===== src/rtl/fpu_op_controller_pkg.sv =====
// Shared types and constants for the FPU operation controller.
// Covers state encoding, op codes, special-value constants and flag bit positions.
package fpu_op_controller_pkg;

    localparam int unsigned DATA_W = 32;
    localparam int unsigned FLAG_W = 5;
    localparam int unsigned WDOG_W = 8;

    // Result flag vector is {invalid, divzero, overflow, underflow, inexact}
    localparam int unsigned FLAG_INVALID   = 4;
    localparam int unsigned FLAG_DIVZERO   = 3;
    localparam int unsigned FLAG_OVERFLOW  = 2;
    localparam int unsigned FLAG_UNDERFLOW = 1;
    localparam int unsigned FLAG_INEXACT   = 0;

    localparam logic [1:0] OP_ADD = 2'b00;
    localparam logic [1:0] OP_SUB = 2'b01;
    localparam logic [1:0] OP_MUL = 2'b10;
    localparam logic [1:0] OP_DIV = 2'b11;

    localparam logic [DATA_W-1:0] QNAN_SP = 32'h7FC0_0000;
    localparam logic [DATA_W-1:0] QNAN_HP = 32'h0000_7E00;
    localparam logic [DATA_W-1:0] INF_SP  = 32'h7F80_0000;
    localparam logic [DATA_W-1:0] INF_HP  = 32'h0000_7C00;

    typedef enum logic [2:0] {
        S_IDLE  = 3'd0,
        S_CHECK = 3'd1,
        S_START = 3'd2,
        S_WAIT  = 3'd3,
        S_OUT   = 3'd4
    } state_e;

    typedef struct packed {
        logic sign;
        logic zero;
        logic inf;
        logic nan;
    } fp_class_t;

    typedef struct packed {
        logic              mode_fp;
        logic [1:0]        op;
        logic [DATA_W-1:0] a;
        logic [DATA_W-1:0] b;
    } fp_req_t;

    function automatic logic [DATA_W-1:0] qnan_of(input logic mode_fp);
        return mode_fp ? QNAN_SP : QNAN_HP;
    endfunction

    // Infinity with sign placed at bit 31 (single) or bit 15 (half)
    function automatic logic [DATA_W-1:0] inf_of(input logic mode_fp, input logic sign);
        return mode_fp ? (INF_SP | {sign, 31'b0}) : (INF_HP | {16'b0, sign, 15'b0});
    endfunction

endpackage


===== src/rtl/fpu_op_controller_decoder.sv =====
// ieee754_decoder: classifies two operands as zero/inf/NaN with sign.
// Half mode looks only at bits [15:0]; outputs are combinational.
module ieee754_decoder
    import fpu_op_controller_pkg::*;
(
    input  logic              mode_fp_i,
    input  logic [DATA_W-1:0] a_i,
    input  logic [DATA_W-1:0] b_i,
    output fp_class_t         a_cls_c_o,
    output fp_class_t         b_cls_c_o
);

    function automatic fp_class_t classify(input logic mode_fp, input logic [DATA_W-1:0] x);
        fp_class_t c;
        logic      exp_max;
        logic      exp_zero;
        logic      mant_zero;
        if (mode_fp) begin
            exp_max   = &x[30:23];
            exp_zero  = ~|x[30:23];
            mant_zero = ~|x[22:0];
            c.sign    = x[31];
        end else begin
            exp_max   = &x[14:10];
            exp_zero  = ~|x[14:10];
            mant_zero = ~|x[9:0];
            c.sign    = x[15];
        end
        c.zero = exp_zero & mant_zero;
        c.inf  = exp_max & mant_zero;
        c.nan  = exp_max & ~mant_zero;
        return c;
    endfunction

    assign a_cls_c_o = classify(mode_fp_i, a_i);
    assign b_cls_c_o = classify(mode_fp_i, b_i);

endmodule


===== src/rtl/fpu_op_controller.sv =====
// Sequences one FP operation at a time: special cases are resolved locally,
// everything else is handed to the arithmetic core under a watchdog.
module fpu_op_controller
    import fpu_op_controller_pkg::*;
#(
    parameter int unsigned TIMEOUT = 255
) (
    input  logic              clk,
    input  logic              rst,
    input  logic              req_valid,
    output logic              req_ready,
    input  logic              req_mode_fp,
    input  logic [1:0]        req_op,
    input  logic [DATA_W-1:0] req_a,
    input  logic [DATA_W-1:0] req_b,
    output logic              core_start,
    output logic              core_mode_fp,
    output logic [1:0]        core_op,
    output logic [DATA_W-1:0] core_a,
    output logic [DATA_W-1:0] core_b,
    input  logic              core_done,
    input  logic [DATA_W-1:0] core_result,
    input  logic [FLAG_W-1:0] core_flags,
    output logic              res_valid,
    input  logic              res_ready,
    output logic [DATA_W-1:0] res_data,
    output logic [FLAG_W-1:0] res_flags,
    output logic              res_bypass,
    output logic              res_timeout,
    output logic              busy
);

    state_e            state_q, state_d;
    fp_req_t           req_q, req_d;
    logic [WDOG_W-1:0] wdog_q, wdog_d;
    logic [DATA_W-1:0] res_data_q, res_data_d;
    logic [FLAG_W-1:0] res_flags_q, res_flags_d;
    logic              res_bypass_q, res_bypass_d;
    logic              res_timeout_q, res_timeout_d;
    logic              req_ready_q, req_ready_d;
    logic              core_start_q, core_start_d;
    logic              res_valid_q, res_valid_d;
    logic              busy_q, busy_d;

    fp_class_t a_cls, b_cls;
    logic      eff_sub, invalid_c, divzero_c;

    ieee754_decoder u_decoder (
        .mode_fp_i (req_q.mode_fp),
        .a_i       (req_q.a),
        .b_i       (req_q.b),
        .a_cls_c_o (a_cls),
        .b_cls_c_o (b_cls)
    );

    // Special-case classification on the registered operands
    assign eff_sub   = a_cls.sign ^ b_cls.sign ^ (req_q.op == OP_SUB);
    assign invalid_c = a_cls.nan | b_cls.nan
                     | (~req_q.op[1] & a_cls.inf & b_cls.inf & eff_sub)
                     | ((req_q.op == OP_MUL) & ((a_cls.zero & b_cls.inf) | (a_cls.inf & b_cls.zero)))
                     | ((req_q.op == OP_DIV) & ((a_cls.zero & b_cls.zero) | (a_cls.inf & b_cls.inf)));
    assign divzero_c = (req_q.op == OP_DIV) & b_cls.zero & ~a_cls.zero & ~a_cls.inf & ~a_cls.nan;

    always_comb begin
        state_d       = state_q;
        req_d         = req_q;
        wdog_d        = wdog_q;
        res_data_d    = res_data_q;
        res_flags_d   = res_flags_q;
        res_bypass_d  = res_bypass_q;
        res_timeout_d = res_timeout_q;
        unique case (state_q)
            S_IDLE: begin
                if (req_valid && req_ready_q) begin
                    req_d   = '{mode_fp: req_mode_fp, op: req_op, a: req_a, b: req_b};
                    state_d = S_CHECK;
                end
            end
            S_CHECK: begin
                res_flags_d   = '0;
                res_timeout_d = 1'b0;
                res_bypass_d  = 1'b0;
                if (invalid_c) begin
                    res_data_d                = qnan_of(req_q.mode_fp);
                    res_flags_d[FLAG_INVALID] = 1'b1;
                    res_bypass_d              = 1'b1;
                    state_d                   = S_OUT;
                end else if (divzero_c) begin
                    res_data_d                = inf_of(req_q.mode_fp, a_cls.sign ^ b_cls.sign);
                    res_flags_d[FLAG_DIVZERO] = 1'b1;
                    res_bypass_d              = 1'b1;
                    state_d                   = S_OUT;
                end else begin
                    state_d = S_START;
                end
            end
            S_START: begin
                wdog_d  = '0;
                state_d = S_WAIT;
            end
            S_WAIT: begin
                wdog_d = wdog_q + 1'b1;
                if (core_done) begin
                    res_data_d  = core_result;
                    res_flags_d = core_flags;
                    state_d     = S_OUT;
                end else if (wdog_q == WDOG_W'(TIMEOUT - 1)) begin
                    res_data_d                = qnan_of(req_q.mode_fp);
                    res_flags_d               = '0;
                    res_flags_d[FLAG_INVALID] = 1'b1;
                    res_timeout_d             = 1'b1;
                    state_d                   = S_OUT;
                end
            end
            S_OUT: begin
                if (res_ready) state_d = S_IDLE;
            end
            default: state_d = S_IDLE;
        endcase
        // Handshake/status outputs follow the state being entered
        req_ready_d  = (state_d == S_IDLE);
        core_start_d = (state_d == S_START);
        res_valid_d  = (state_d == S_OUT);
        busy_d       = (state_d != S_IDLE);
    end

    always_ff @(posedge clk or posedge rst) begin
        if (rst) begin
            state_q       <= S_IDLE;
            req_q         <= '0;
            wdog_q        <= '0;
            res_data_q    <= '0;
            res_flags_q   <= '0;
            res_bypass_q  <= 1'b0;
            res_timeout_q <= 1'b0;
            req_ready_q   <= 1'b0;
            core_start_q  <= 1'b0;
            res_valid_q   <= 1'b0;
            busy_q        <= 1'b0;
        end else begin
            state_q       <= state_d;
            req_q         <= req_d;
            wdog_q        <= wdog_d;
            res_data_q    <= res_data_d;
            res_flags_q   <= res_flags_d;
            res_bypass_q  <= res_bypass_d;
            res_timeout_q <= res_timeout_d;
            req_ready_q   <= req_ready_d;
            core_start_q  <= core_start_d;
            res_valid_q   <= res_valid_d;
            busy_q        <= busy_d;
        end
    end

    assign req_ready    = req_ready_q;
    assign core_start   = core_start_q;
    assign core_mode_fp = req_q.mode_fp;
    assign core_op      = req_q.op;
    assign core_a       = req_q.a;
    assign core_b       = req_q.b;
    assign res_valid    = res_valid_q;
    assign res_data     = res_data_q;
    assign res_flags    = res_flags_q;
    assign res_bypass   = res_bypass_q;
    assign res_timeout  = res_timeout_q;
    assign busy         = busy_q;

endmodule


===== config.mk =====
export PLATFORM = sky130hd
export DESIGN_NAME = fpu_op_controller
export DESIGN_NICKNAME = d
export VERILOG_FILES = /design/src/rtl/fpu_op_controller_pkg.sv /design/src/rtl/fpu_op_controller_decoder.sv /design/src/rtl/fpu_op_controller.sv
export SDC_FILE = /design/constraint.sdc
export NUM_CORES = 1
export LEC_CHECK = 0
export CAP_MARGIN = 40
export CORE_MARGIN = 8
export CORE_UTILIZATION = 43
export DETAILED_ROUTE_END_ITERATION = 16
export GPL_ROUTABILITY_DRIVEN = 0
export PLACE_DENSITY = 0.81
export SETUP_SLACK_MARGIN = 0.1
export SYNTH_ARGS = -nofsm -noshare
export SYNTH_HDL_FRONTEND = slang
export SYNTH_SLANG_ARGS = --single-unit

===== constraint.sdc =====
create_clock -name clk -period 4.4 [get_ports clk]
set_clock_uncertainty 0.2 [all_clocks]
set_input_delay 0.44 -clock clk [delete_from_list [all_inputs] [get_ports clk]]
set_output_delay 0.44 -clock clk [all_outputs]
set_load 0.01 [all_outputs]

# After elaboration in Yosys (flattened, before gate mapping)
# Cells that the tools add are included.
# Widths: inputs -> output; s select.
totals:
  elab_cells: 125
  out_inout_bits: 110
  regBits: 121
op_classes:
  addsub: 1
  n_eq_ne: 14
  bitwise_logic: 33
  mux: 33
  reduce_logical: 30
op_table:
  columns: ["operator", "n"]
  rows:
  - ["$mux 32", 5]
  - ["$pmux 32 s2", 1]
  - ["$reduce_or 23->1", 2]
  - ["$mux 31", 1]
  - ["$reduce_or 10->1", 2]
  - ["$and 1x1->1", 19]
  - ["$mux 3", 6]
  - ["$pmux 8 s2", 1]
  - ["$reduce_and 8->1", 2]
  - ["$reduce_or 8->1", 2]
  - ["$pmux 3 s5", 1]
  - ["$mux 1", 14]
  - ["$mux 5", 2]
  - ["$pmux 5 s2", 1]
  - ["$reduce_and 5->1", 2]
  - ["$reduce_or 5->1", 2]
  - ["$eq 3x2->1 const B", 3]
  - ["$add 8x1->8 const B", 1]
  - ["$eq 8x8->1 const B", 1]
  - ["$logic_not 1->1", 8]
  - ["$eq 3x3->1 const B", 2]
  - ["$logic_not 3->1", 2]
  - ["$ne 3x3->1 const B", 2]
  - ["$not 1->1", 6]
  - ["12 further kinds", 23]

# Depth between registers and ports, before layout
# Gate-level depths: netlist of run 1.
depth:
  ltp_word: 13
  depth_mapped: 10
  ltp_nobuf: 8

# By module
# A second synthesis of run 1 with hierarchy kept.
unflattened:
  hier_cells: 421
  area_unflattened_um2: 5316.3
by_module_without_submodules:
  columns: ["mod", "seq_area_each_um2", "instances", "cells_per_inst", "area_each_um2"]
  rows:
  - ["fpu_op_controller", 3027.9, 1, 373, 4993.5]
  - ["ieee754_decoder", 0.0, 1, 48, 322.8]

# Worst setup path after synthesis of run 1
# No wires, ideal clock.
synth_path:
  path_kind: "register -> register"
  start: "register req_q, in the netlist core_a[18]"
  end: "register res_data_q[15] (netlist: res_data[15])"
  path_stages_with_launch: 10
  arrival_time_ns: 2.414
  path_slack_ns: 1.661
  n_path_buf: 1
  cell_sequence: "dfrtp_1 -> or4_4 -> o41ai_2 -> o2bb2ai_1 -> o31ai_1 -> nor3_2 -> nand2_2 -> a21oi_4 -> buf_6 -> mux2_4"
synth_via:
  elab_chain_cells: 12
  word_cells_on_any_way: 32
  classes_between: "eq/ne: 1; mux: 3; bitwise: 25; reduce/logical: 3"
synth_lines:
  columns: ["element", "line", "text"]
  rows:
  - ["start: declaration", "fpu_op_controller.sv:34", "fp_req_t req_q, req_d;"]
  - ["start signal: assignment", "fpu_op_controller.sv:142", "req_q <= req_d;"]
  - ["$reduce_or 23->1 *", "fpu_op_controller_decoder.sv:21", "mant_zero = ~|x[22:0];"]
  - ["$logic_not 1->1 *", "fpu_op_controller_decoder.sv:21", null]
  - ["$mux 1 *", "fpu_op_controller_decoder.sv:18", "if (mode_fp) begin"]
  - ["$and 1x1->1", "fpu_op_controller_decoder.sv:30", "c.inf = exp_max & mant_zero;"]
  - ["$and 1x1->1 (3 in a row)", "fpu_op_controller.sv:59", "| (~req_q.op[1] & a_cls.inf & b_cls.inf & eff_sub)"]
  - ["$or 1x1->1", "fpu_op_controller.sv:59", null]
  - ["$or 1x1->1", "fpu_op_controller.sv:60", "| ((req_q.op == OP_MUL) & ((a_cls.zero & b_cls.inf) | (a_cls.inf & b_cls.zero)))"]
  - ["$or 1x1->1", "fpu_op_controller.sv:61", "| ((req_q.op == OP_DIV) & ((a_cls.zero & b_cls.zero) | (a_cls.inf & b_cls.inf)));"]
  - ["$ne 3x3->1 (no line) or $mux 32 (tied branches)", null, null]
  - ["$reduce_and 3->1 (no line) or $pmux 32 s2 (tied branches)", null, null]
  - ["end signal: assignment", "fpu_op_controller.sv:144", "res_data_q <= res_data_d;"]
  - ["end: declaration", "fpu_op_controller.sv:36", "logic [DATA_W-1:0] res_data_q, res_data_d;"]
# Every way passes the cells marked *; elsewhere a longest branch is shown, timed or not.
# A chain may end at the register's enable or synchronous reset.

# Worst setup path after layout of run 1
layout_path:
  start: "register req_q, in the netlist core_a[4]"
  end: "register res_data_q[24] (netlist: res_data[24])"
layout_via:
  elab_chain_cells: 12
  word_cells_on_any_way: 34
  classes_between: "eq/ne: 1; mux: 3; bitwise: 25; reduce/logical: 5"
layout_lines:
  columns: ["element", "line"]
  rows:
  - ["$reduce_or 23->1 or $reduce_or 10->1 (tied branches)", "fpu_op_controller_decoder.sv:21, fpu_op_controller_decoder.sv:26"]
  - ["$logic_not 1->1 (on tied branches)", "fpu_op_controller_decoder.sv:21, fpu_op_controller_decoder.sv:26"]
  - ["$mux 1 *", "fpu_op_controller_decoder.sv:18"]
  - ["$and 1x1->1", "fpu_op_controller_decoder.sv:30"]
  - ["$and 1x1->1 (3 in a row)", "fpu_op_controller.sv:59"]
  - ["$or 1x1->1", "fpu_op_controller.sv:59"]
  - ["$or 1x1->1", "fpu_op_controller.sv:60"]
  - ["$or 1x1->1", "fpu_op_controller.sv:61"]
  - ["$ne 3x3->1 (no line) or $mux 32 (tied branches)", null]
  - ["$reduce_and 3->1 (no line) or $pmux 32 s2 (tied branches)", null]
# Marks and branches as above.

==> run summary, run 1 <==
Clock Sinks = 121
critical path class = flop to flop
final worst slack = 1030 ps
synth top area cells = dfrtp_1 (58%), mux2_2 (14%), a22o_1 (3.0%), nand2_1 (3.0%), mux2_4 (1.7%)
Num CTS Buffers = 17
drt drc = 0
layout cell share with drive strength beyond 1 = 18.3%
Top delay family on crit path = simple AND/OR/NAND/NOR gates
Critical Path, Cell by Cell = or4_1, nor4_4, o2bb2ai_1, o31ai_1, nor3_2, nand2_2, a21oi_4, buf_4, mux2_4
FF-to-FF setup slack = 1030 ps
Detailed Route Iter0 Violations = 191
H-tree lvl count = 4
Syn Std Cell Area = 5190 µm²
sequential cell area fraction in the yosys report = 58.4%
#FFs+latches synth = 121
GRT met2 Usage = 35.5%
initial antenna violation count = 0
grt met3 use = 10.0%
area leader, netlist = dfrtp_1
maximum resistive drop on vdd = 387 µV
clock buffer depth = 2
met1 GRT Util = 23.0%
required time worst endpoint = 4500 ps
crit path time final = 3370 ps
final hold slack = 170 ps
Peak Freq = 0.296 GHz
Final period util = 76.7%
number of global-route vias before repair = 4709
post-synth cell types = 48
Starting Density = 43.6%
Critical-path top delay cell = or4_1
Async SR Flop Fraction = 100%
Max Slew Vio Count = 0
Worst-path clk slew = 60 ps
global-route wire length before repair = 26100 µm
largest net degree at the start of global routing = 52
leakage dissipation = 3.49 nW
drt total wl = 16300 µm
core area = 11900 µm²
Cell Pwr Density = 729 nW/µm²
Arr. time, crit path = 3470 ps
Worst Max-Slew Pin Slew = 945 ps
most frequent cells in the layout = clkdlybuf4s50_1 (218), dfrtp_1 (121), mux2_2 (66), nand2_1 (41), a22o_1 (18)
critical path's largest stage delay = 570 ps
Synth top area share = 58.4%
final hold vios = 0
# diodes = 0
most common cell after layout, fill and taps aside = clkdlybuf4s50_1
Mapped Cells = 412
Root Driver = clkbuf_16
Crit path buffers/inverters = 1
DP Worst Slack = 1020 ps
HPWL reported at the end of detailed placement = 12400 µm
FP Rows = 40
number of synthesized flops with an enable pin = 0
WL/cell = 20.4 µm
GRT Util Overall = 21.2%
CP endpoint kind = flop
GR peak layer = met2
RSZ-0062 raised after global routing = false
DRT Pass-1 Iters = 4
Reg-to-Reg Start = core_a[4]$_DFFE_PP0P_
Die W = 126 µm
Fillers = 878
final setup fails = 0
total grt overflow = 0
CTS resizes = 0
Mean Syn Cell Area = 12.6 µm²
class of the worst hold path = primary input to async pin
Worst-Skew Late Latency = 410 ps
R2R depth = 9
Routed Antenna Nets = 0
area added between synthesis and finish = 56.6%
terminus of the critical flop-to-flop path = res_data[24]$_DFFE_PP0P_
Slew Limit Headroom = 36.4%
die height = 126 µm
crit path launch type = flop
post-synth net total = 523
max-cap violations = 0
Via density = 5.32
Max FO, Critical Path = 21
Setup Fix Bufs, Post-CTS = 0
TritonCTS clock tree = yes
DR vias = 4244
cts hold-fix bufs = 0
run status = complete, no violations
Total Nets Final = 749
Die ar. = 15800 µm²
I/O pin total = 219
Main synth FF type = dfrtp_1
Synthesis Warnings = 0
port buffer count = 218
Fin Setup TNS = 0 ps
-- metrics by stage --
step                instance area, µm²  cells  total power, mW  util [%]
finish                            8120    798             5.92      68.2
global placement                  7540    765             4.58      63.3
global route                      8120    798             6.27      68.2
floorplan                         5190    412             3.19         -
detailed placement                7570    766             4.67      63.5
CTS                               8120    798             6.00      68.2
-- cells in the mapped netlist (2+ instances only) --
cell type / number
dfrtp_1: 121
mux2_2: 66
nand2_1: 41
a22o_1: 18
a21oi_1: 14
nor2_1: 14
inv_1: 13
clkbuf_1: 12
o21ai_0: 11
nand3_1: 8
nand4_1: 7
nor4_1: 7
mux2_4: 6
mux2i_1: 6
o31ai_1: 6
nor2b_1: 5
nor3_1: 5
or4_1: 5
mux2_1: 4
and3_1: 3
xor2_1: 3
a21o_1: 2
a31oi_1: 2
a32o_1: 2
buf_1: 2
buf_2: 2
ha_1: 2
nand2b_1: 2
o41ai_2: 2
or3_1: 2
or4_4: 2
-- worst max-delay path by stage --
| stage | startpoint | to | slack, ps | cells past startpoint |
|---|---|---|---|---|
| floorplan | rst | busy$_DFF_PP0_ | 550 | 1 |
| global placement | core_a[4]$_DFFE_PP0P_ | res_data[24]$_DFFE_PP0P_ | 1130 | 9 |
| detailed placement | core_a[4]$_DFFE_PP0P_ | res_data[24]$_DFFE_PP0P_ | 1020 | 9 |
| CTS | core_a[4]$_DFFE_PP0P_ | res_data[24]$_DFFE_PP0P_ | 1000 | 9 |
| global route | core_a[4]$_DFFE_PP0P_ | res_data[24]$_DFFE_PP0P_ | 860 | 9 |
| finish | core_a[4]$_DFFE_PP0P_ | res_data[24]$_DFFE_PP0P_ | 1030 | 9 |
-- power by group --
group / total [mW] / internal, mW / switching [mW]
clock network: 1.28 / 0.803 / 0.475
registers: 2.09 / 1.63 / 0.459
logic: 2.55 / 1.49 / 1.07
total: 5.92 / 3.92 / 2.00
-- sequential cells by signal (all words and copies together) (netlist names) --
register,cells
core_a,32
core_b,32
res_data,32
wdog_q,8
res_flags,5
state_q,3
core_op,2
busy,1
core_mode_fp,1
core_start,1
req_ready,1
res_bypass,1
res_timeout,1
res_valid,1
-- routing by layer --
metal / wire, µm / up-vias
li1: - / 1952
met3: 1650 / 22
met2: 8080 / 180
met5: 0 / -
met1: 6270 / 2090
met4: 279 / 0
-- logic make-up after synthesis --
group | share of synthesized area [%]
compound gates | 9.09
xor+xnor | 0.506
fa+ha+maj | 0.482
buf+inv | 2.36
flops | 58.4
mux | 18.1
simple gates | 11.1
-- worst reg2reg max path: stages, from the launching register on --
cell       delay [ps]
dfrtp_1           380
or4_1             570
nor4_4            370
o2bb2ai_1         180
o31ai_1           130
nor3_2            150
nand2_2           120
a21oi_4           450
buf_4             380
mux2_4            330
-- final cells by class --
type	instances	area (µm²)	share of cell area [%]
Clock buffer	25	515	6.35
Clock inverter	7	40.0	0.493
Inverter	13	51.3	0.631
Multi-Input combinational cell	261	2050	25.2
Sequential cell	121	3030	37.3
Tap cell	147	184	2.26
Timing Repair Buffer	224	2260	27.8
No activity file was read; power rests on OpenSTA's default activity.
==> run 2: changes to the inputs <==
==> constraint.sdc (replaced) <==
create_clock -name clk -period 3.46 [get_ports clk]
set_clock_uncertainty 0.2 [all_clocks]
set_input_delay 0.346 -clock clk [delete_from_list [all_inputs] [get_ports clk]]
set_output_delay 0.346 -clock clk [all_outputs]
set_load 0.01 [all_outputs]
==> run 2 against run 1 <==
Combinational power increased by 29%. Critical path type unchanged. Die area unchanged. Sequential share of layout area decreased by 0.54 points. Final cell count increased by 0.25%. Worst hold slack got worse by 140 ps. Register-to-register slack got worse by 530 ps. Count of clock-buffer cells in the layout unchanged. First-iteration DRC count increased by 28%. Flip-flop and latch count unchanged. Critical path depth unchanged.
==> run summary, run 2 (synthesis gave the netlist of run 1 again) <==
FP Rows = 40 (unchanged)
Met1 Wirelength = 6520 µm (+4.1%)
port buffer count = 218 (unchanged)
H-tree lvl count = 4 (unchanged)
GRT Util Overall = 21.3% (+0.11 points)
clock buffer depth = 2 (unchanged)
final setup fails = 0 (unchanged)
global-route wire length before repair = 26300 µm (+0.87%)
routed wl met2 = 8210 µm (+1.6%)
WL/cell = 20.9 µm (+2.3%)
top layer in use = met4
critical path class = flop to flop
met3 WL = 1630 µm (-1.0%)
drt total wl = 16700 µm (+2.5%)
Pint = 5.21 mW (+33%)
Fin Setup TNS = 0 ps (unchanged)
register share of total power = 34.2% (-1.1 points)
HPWL reported at the end of detailed placement = 12700 µm (+2.5%)
Peak Freq = 0.337 GHz (+14%)
Starting Density = 43.6% (unchanged)
Slew Limit Headroom = 57.8% (+21 points)
Setup Fix Bufs, Post-CTS = 0 (unchanged)
Total Nets Final = 751 (+0.27%)
Cell Pwr Density = 943 nW/µm² (+29%)
Via density = 5.33 (+0.27%)
Clock Sinks = 121 (unchanged)
Die W = 126 µm (unchanged)
area added between synthesis and finish = 58.9%
maximum resistive drop on vdd = 523 µV (+35%)
Final period util = 85.8% (+9.1 points)
Max Slew Vio Count = 0 (unchanged)
total power = 7.77 mW (+31%)
max-cap violations = 0 (unchanged)
most common cell after layout, fill and taps aside = clkdlybuf4s50_1
Max FO, Critical Path = 34 (+62%)
RSZ-0062 raised after global routing = false
Routed Antenna Nets = 0 (unchanged)
Worst-path clk slew = 60 ps (about the same)
dpl cells = 767 (+0.13%)
Root Driver = clkbuf_16
DRT Pass-1 Iters = 4 (unchanged)
die height = 126 µm (unchanged)
layout cell share with drive strength beyond 1 = 18.4% (+0.097 points)
initial antenna violation count = 0 (unchanged)
drt drc = 0 (unchanged)
Num CTS Buffers = 17 (unchanged)
NetSw = 2.56 mW (+28%)
Die ar. = 15800 µm² (unchanged)
I/O pin total = 219 (unchanged)
Comb power frac = 42.3% (-0.8 points)
Clk pwr share = 23.5% (+1.9 points)
final hold vios = 0 (unchanged)
core area = 11900 µm² (unchanged)
switching part of the total = 32.9% (-0.83 points)
Detailed Route Iter0 Violations = 244 (+28%)
crit path time final = 2970 ps (-407 ps)
# diodes = 0 (unchanged)
TritonCTS clock tree = yes
cts hold-fix bufs = 0 (unchanged)
number of global-route vias before repair = 4703 (-0.13%)
Arr. time, crit path = 3060 ps (-410 ps)
most frequent cells in the layout = clkdlybuf4s50_1 (218), dfrtp_1 (121), mux2_2 (66), nand2_1 (41), a22o_1 (18)
Worst Max-Slew Pin Slew = 631 ps (-314 ps)
crit path launch type = flop
class of the worst hold path = primary input to async pin
largest net degree at the start of global routing = 47 (-9.6%)
Worst-Skew Late Latency = 420 ps (about the same)
required time worst endpoint = 3550 ps (-950 ps)
run status = complete, no violations
total grt overflow = 0 (unchanged)
DR vias = 4266 (+0.52%)
CP endpoint kind = flop
leakage dissipation = 3.54 nW (+1.4%)
Finished Layout Cells = 800 (+0.25%)
CTS resizes = 0 (unchanged)
==> run 2: stage by stage <==
step / worst slack, ps / area [µm²] / util (%) / hold slack (ps)
floorplan: 721 / 5190 / - / 244
CTS: 344 / 8240 / 69.2 / 20.5
global placement: 555 / 7600 / 63.8 / 265
global route: 309 / 8240 / 69.2 / 35.3
finish: 492 / 8240 / 69.2 / 25.1
detailed placement: 402 / 7620 / 64.0 / 267
==> run 2: power groups by stage <==
stage               Clock [mW]  Combinational [mW]  Sequential (mW)
floorplan                    0                1.22             2.83
global placement             0                3.24             2.61
detailed placement           0                3.30             2.66
CTS                       1.85                3.34             2.66
global route              1.92                3.53             2.75
finish                    1.83                3.29             2.66
==> run 2: path summary, 6_finish.rpt <==
| path | depth (start not counted) | to | startpoint | slack [ps] |
|---|---|---|---|---|
| max | 9 | res_data[30]$_DFFE_PP0P_ | core_a[15]$_DFFE_PP0P_ | 490 |
| min | 2 | req_ready$_DFF_PP0_ | rst | 30 |
| max reg2reg | 9 | res_data[30]$_DFFE_PP0P_ | core_a[15]$_DFFE_PP0P_ | 490 |
| min reg2reg | 1 | wdog_q[6]$_DFFE_PP0P_ | wdog_q[6]$_DFFE_PP0P_ | 290 |
| max in group asynchronous | 4 | core_a[6]$_DFFE_PP0P_ | rst | 2290 |
| min in group clk | 1 | wdog_q[6]$_DFFE_PP0P_ | wdog_q[6]$_DFFE_PP0P_ | 290 |
==> run 2: worst max-delay path, cell delays in order (launching register included) <==
cell and delay [ps]:
dfrtp_1 420, or4_4 560, o41ai_2 440, nand4_1 160, a21oi_1 260, nor3_2 90
nand2_2 130, a21oi_4 70, buf_12 180, mux2_1 330
==> run 2: layout make-up <==
type | instances | area [µm²]
Timing Repair Buffer | 226 | 2310
Multi-Input combinational cell | 261 | 2050
Tap cell | 147 | 184
Clock buffer | 25 | 505
Inverter | 13 | 52.6
Clock inverter | 7 | 113
Fill cell | 867 | 3670
Sequential cell | 121 | 3030
==> run 2: routing by layer <==
metal  up-vias  track usage, %
li1       1952               -
met1      2099            23.6
met2       190            36.0
met3        25            9.28
met4         0            7.43
met5         -               0
